`config.mk`:
```
export PLATFORM = sky130hd
export DESIGN_NAME = pe_fc_seq
export DESIGN_NICKNAME = d
export VERILOG_FILES = /design/src/rtl/pe_fc_seq.sv
export SDC_FILE = /design/constraint.sdc
export NUM_CORES = 1
export LEC_CHECK = 0
export ABC_CLOCK_PERIOD_IN_PS = 3800
export BUFFER_PORTS_ARGS = -buffer_cell sky130_fd_sc_hd__buf_4
export CORE_MARGIN = 2
export CORE_UTILIZATION = 33
export CTS_CLUSTER_DIAMETER = 30
export DETAILED_ROUTE_END_ITERATION = 6
export SLEW_MARGIN = 20
export SYNTH_ARGS = -nofsm -noshare
export SYNTH_HDL_FRONTEND = slang
export SYNTH_SLANG_ARGS = --single-unit
```
`constraint.sdc`:
```
create_clock -name clk -period 3.8 [get_ports clk]
set_input_delay 0.19 -clock clk [delete_from_list [all_inputs] [get_ports clk]]
set_output_delay 0.19 -clock clk [all_outputs]
set_load 0.01 [all_outputs]
```
`src/rtl/pe_fc_seq.sv`:
```
// Beat sequencer for a 1x3 floating-point PE: admits N beats via valid/ready,
// drives the four PE stage strobes and flags each result with its index.
module pe_fc_seq #(
    parameter int unsigned CNT_W = 16
) (
    input  logic             clk,
    input  logic             rst,
    input  logic             start,
    input  logic [CNT_W-1:0] beat_num,
    output logic             busy,
    output logic             done,
    input  logic             in_valid,
    output logic             in_ready,
    output logic             pe_on_3mul_pe_en,
    output logic             pe_on_align3,
    output logic             pe_on_sum3,
    output logic             pe_on_bias,
    output logic             out_valid,
    output logic [CNT_W-1:0] out_idx
);

    typedef enum logic [1:0] {
        IDLE  = 2'd0,
        RUN   = 2'd1,
        DRAIN = 2'd2,
        FIN   = 2'd3
    } state_e;

    state_e           state_q, state_d;
    logic [CNT_W-1:0] beat_num_q, beat_num_d;
    logic [CNT_W-1:0] issue_cnt_q, issue_cnt_d;
    logic [CNT_W-1:0] out_idx_q, out_idx_d;
    logic [3:0]       v_q, v_d;
    logic             admit_c;
    logic             last_c;

    assign admit_c = in_valid && (state_q == RUN);
    // Final result of the job: flagged output carrying index N-1 while draining
    assign last_c  = (state_q == DRAIN) && v_q[3] &&
                     (out_idx_q == (beat_num_q - CNT_W'(1)));

    always_ff @(posedge clk or posedge rst) begin
        if (rst) begin
            state_q     <= IDLE;
            beat_num_q  <= '0;
            issue_cnt_q <= '0;
            out_idx_q   <= '0;
            v_q         <= '0;
        end else begin
            state_q     <= state_d;
            beat_num_q  <= beat_num_d;
            issue_cnt_q <= issue_cnt_d;
            out_idx_q   <= out_idx_d;
            v_q         <= v_d;
        end
    end

    always_comb begin
        state_d     = state_q;
        beat_num_d  = beat_num_q;
        issue_cnt_d = issue_cnt_q;
        out_idx_d   = out_idx_q;
        v_d         = {v_q[2:0], admit_c};

        if (v_q[3]) begin
            out_idx_d = out_idx_q + CNT_W'(1);
        end

        unique case (state_q)
            IDLE: begin
                if (start) begin
                    beat_num_d  = beat_num;
                    issue_cnt_d = '0;
                    out_idx_d   = '0;
                    state_d     = (beat_num == '0) ? FIN : RUN;
                end
            end
            RUN: begin
                if (admit_c) begin
                    issue_cnt_d = issue_cnt_q + CNT_W'(1);
                    if (issue_cnt_q == (beat_num_q - CNT_W'(1))) begin
                        state_d = DRAIN;
                    end
                end
            end
            DRAIN: begin
                if (last_c) begin
                    state_d = IDLE;
                end
            end
            FIN: begin
                state_d = IDLE;
            end
            default: begin
                state_d = IDLE;
            end
        endcase
    end

    assign busy             = (state_q != IDLE);
    assign done             = last_c || (state_q == FIN);
    assign in_ready         = (state_q == RUN);
    assign pe_on_3mul_pe_en = admit_c;
    assign pe_on_align3     = v_q[0];
    assign pe_on_sum3       = v_q[1];
    assign pe_on_bias       = v_q[2];
    assign out_valid        = v_q[3];
    assign out_idx          = out_idx_q;

endmodule

```
==> reports/summary.json <==
{
  "worst_ep_required_time_ps": 3610,
  "number_of_enable_type_register_cells_in_the_synthesized_netlist": 0,
  "grt_util_all_layers": 0.1542,
  "avgRoutedWirePerCell_um": 15.38,
  "cts_buffers": 5,
  "power_density_nw_per_um2": 624.4,
  "tritoncts": "built",
  "worst_slew_margin_rel": 0.5433,
  "finish.net_count": 408,
  "die_w_um": 104.5,
  "cts.reportedPaths.clkPinSlew_ps": 100,
  "synthesis.area_per_instance_um2": 9.469,
  "number_of_global_route_vias_before_repair": 2751,
  "synth.cell_area_um2": 3333,
  "postCtsSetupRepairBufs": 0,
  "antenna_cells": 0,
  "grt_setup_unrepaired": "no",
  "setup.worst_path.start_class": "flop",
  "switchingPower_uw": 968.4,
  "detail_route.iter0.violations": 85,
  "cts_htree_levels": 2,
  "power.combinational.fraction": 0.407,
  "power_switching_share": 0.4009,
  "timing.final.crit_share": 0.8927,
  "gr-total-overflow": 0,
  "area_of_the_die_um2": 10920,
  "detailroute.via_count": 2685,
  "slew_viol_final": 0,
  "max-vdd-ir-drop_v": 0.0002100,
  "fin_worst_skew_ps": 4.312,
  "synth.ff_latch_count": 54,
  "initial_utilization": 0.3410,
  "max_cap_violations": 0,
  "post_synth_num_cell_types": 49,
  "ctsRootBufferMaster": "sky130_fd_sc_hd__clkbuf_8",
  "leakage_nw": 1.672,
  "antenna_found_initial": 0,
  "layout.cell_area.non_filler_um2": 3869,
  "post_dp_area_um2": 3756,
  "seq_power_share": 0.427,
  "setup-tns-final_ps": 0,
  "status": "complete, no violations",
  "int_power_mw": 1.447,
  "tightestPinTransition_ps": 685.0,
  "count_of_tritonroute_iterations_in_the_first_routing_pass": 4,
  "most-common-layout-cells": "54 x sky130_fd_sc_hd__dfrtp_1, 46 x sky130_fd_sc_hd__buf_4, 34 x sky130_fd_sc_hd__xor2_1",
  "worst_hold_slack_ps": 56.02,
  "hold_buf_count_cts": 0,
  "timing.fmax_ghz": 0.2948,
  "timing.critical_path.from": "beat_num_q[7]$_DFFE_PP0P_",
  "dp_hpwl_um": 5972,
  "net_count_of_the_mapped_netlist": 375,
  "pin_count_of_the_biggest_net_entering_global_routing": 55,
  "timing.final.setup_violations": 0,
  "postRouteAntennaNets": 0,
  "routed_wirelength_um": 7981,
  "layout_min_cycle_time_ps": 3392,
  "floorplan.core_area_um2": 9774,
  "ws_path_type": "reg -> out",
  "input_output_buffers": 43,
  "drc_errors": 0,
  "synthCells": 352,
  "dieHeight_um": 104.5,
  "worst_skew_pair.late_latency_ps": 320,
  "rows": 36,
  "critical_path_sink_type": "primary output",
  "crit_fanout": 8,
  "drive_gt1_frac": 0.1917,
  "clock_path_buffers": 2,
  "cp.arrival_ps": 3200,
  "hold_viol": 0,
  "post_dr_vias_cell": 5.173,
  "cts_repair_resize_count": 0,
  "seq_area_frac_synth": 0.4054,
  "gp_routability_congestion": 0.8010,
  "cts_num_sinks": 54,
  "worst_r2r_startpoint": "beat_num_q[7]$_DFFE_PP0P_",
  "layout.cells.most_common": "sky130_fd_sc_hd__dfrtp_1",
  "share_of_synthesized_registers_carrying_an_async_set_or_reset": 1.000,
  "synth_flop_cell": "sky130_fd_sc_hd__dfrtp_1",
  "pin_count": 44,
  "grt_pass1_wl_um": 13500,
  "yosys_warnings": 0,
  "min_path_type": "in -> async",
  "areaGrowthSynthToFinish_pct": 16.07,
  "clock_power_share": 0.166
}
==> layer usage <==
| layer | vias to the layer above | wire, um | track usage |
|---|---|---|---|
| met3 | 13 | 328 | 0.03195 |
| met5 | - | 0 | 0 |
| met4 | 0 | 142 | 0.04826 |
| met2 | 55 | 3924 | 0.2684 |
| li1 | 1313 | - | - |
| met1 | 1304 | 3585 | 0.1903 |
==> layout make-up <==
| type | count | area (um2) |
|---|---|---|
| fillers | 1005 | 5906 |
| inverters | 8 | 30.03 |
| clock buffers | 5 | 68.82 |
| well taps | 133 | 166.4 |
| clock inverters | 3 | 43.79 |
| repair buffers | 46 | 345.3 |
| multi-input cells | 270 | 1863 |
| flip-flops and latches | 54 | 1351 |
==> logic make-up after synthesis <==
group / share of synthesized area
muxes: 0.05968
buffers and inverters: 0.03791
xor gates and xnor gates: 0.1689
AOI/OAI and AO/OA: 0.09085
DFF: 0.4054
and+or+nand+nor: 0.2260
adders and majority gates: 0.01126
==> power by group through the flow <==
stage	logic (mW)	registers, mW	clock network, mW
global placement	0.973	1.03	0
floorplan	0.846	0.905	0
global route	1.09	1.07	0.429
CTS	0.990	1.03	0.412
detailed placement	0.985	1.04	0
finish	0.983	1.03	0.401
==> sequential cells by signal (all words and copies together) (netlist names) <==
signal,flops
beat_num_q,16
v_q,4
state_q,2
issue_cnt_q,16
out_idx,16
==> worst paths after layout <==
check | to | slack, ps | cells after the start
setup reg to reg | state_q[0]$_DFFE_PP0P_ | 550 | 7
setup / recovery | done | 410 | 8
max in group asynchronous | out_idx[13]$_DFF_PP0_ | 3300 | 3
hold / removal | issue_cnt_q[2]$_DFFE_PP0P_ | 60 | 3
min in group clk | beat_num_q[0]$_DFFE_PP0P_ | 80 | 3
hold reg to reg | v_q[2]$_DFF_PP0_ | 390 | 0
==> cells in the mapped netlist (all sizes together), types with 2 or more instances <==
library cell | instances | share of area
xnor2 | 25 | 0.066
nand2b | 7 | 0.013
o211ai | 2 | 0.0045
ha | 3 | 0.011
or4 | 7 | 0.017
a21oi | 11 | 0.017
nor2b | 3 | 0.0056
nor2 | 33 | 0.037
mux2i | 3 | 0.0090
nand3 | 10 | 0.015
dfrtp | 54 | 0.41
nand4 | 10 | 0.019
xor2 | 34 | 0.089
or3 | 10 | 0.019
clkbuf | 12 | 0.014
and3 | 12 | 0.023
a21o | 5 | 0.011
o21ai | 18 | 0.027
nor4 | 10 | 0.023
buf | 8 | 0.015
a31oi | 3 | 0.0056
nor3b | 2 | 0.0045
mux2 | 15 | 0.051
inv | 8 | 0.0090
nand2 | 22 | 0.025
nor3 | 6 | 0.0090
and2 | 2 | 0.0038
==> through the flow <==
step	setup WS, ps	cells	power, mW	utilization
after global placement	670.9	511	2.005	0.3843
after global routing	271.4	519	2.587	0.3958
after detailed placement	589.0	511	2.030	0.3843
final	407.7	519	2.415	0.3958
after CTS	427.7	519	2.435	0.3958
after floorplan	706.0	352	1.751	-
==> critical path, stage by stage (launching register included) <==
cell and delay [ps]:
sky130_fd_sc_hd__dfrtp_1 470, sky130_fd_sc_hd__or4_1 670, sky130_fd_sc_hd__or3_1 500, sky130_fd_sc_hd__or3_1 370, sky130_fd_sc_hd__xor2_1 170, sky130_fd_sc_hd__o211ai_1 140, sky130_fd_sc_hd__nor4_1 320, sky130_fd_sc_hd__a21o_1 130
sky130_fd_sc_hd__buf_4 120
(Power assumes the default switching activity.)
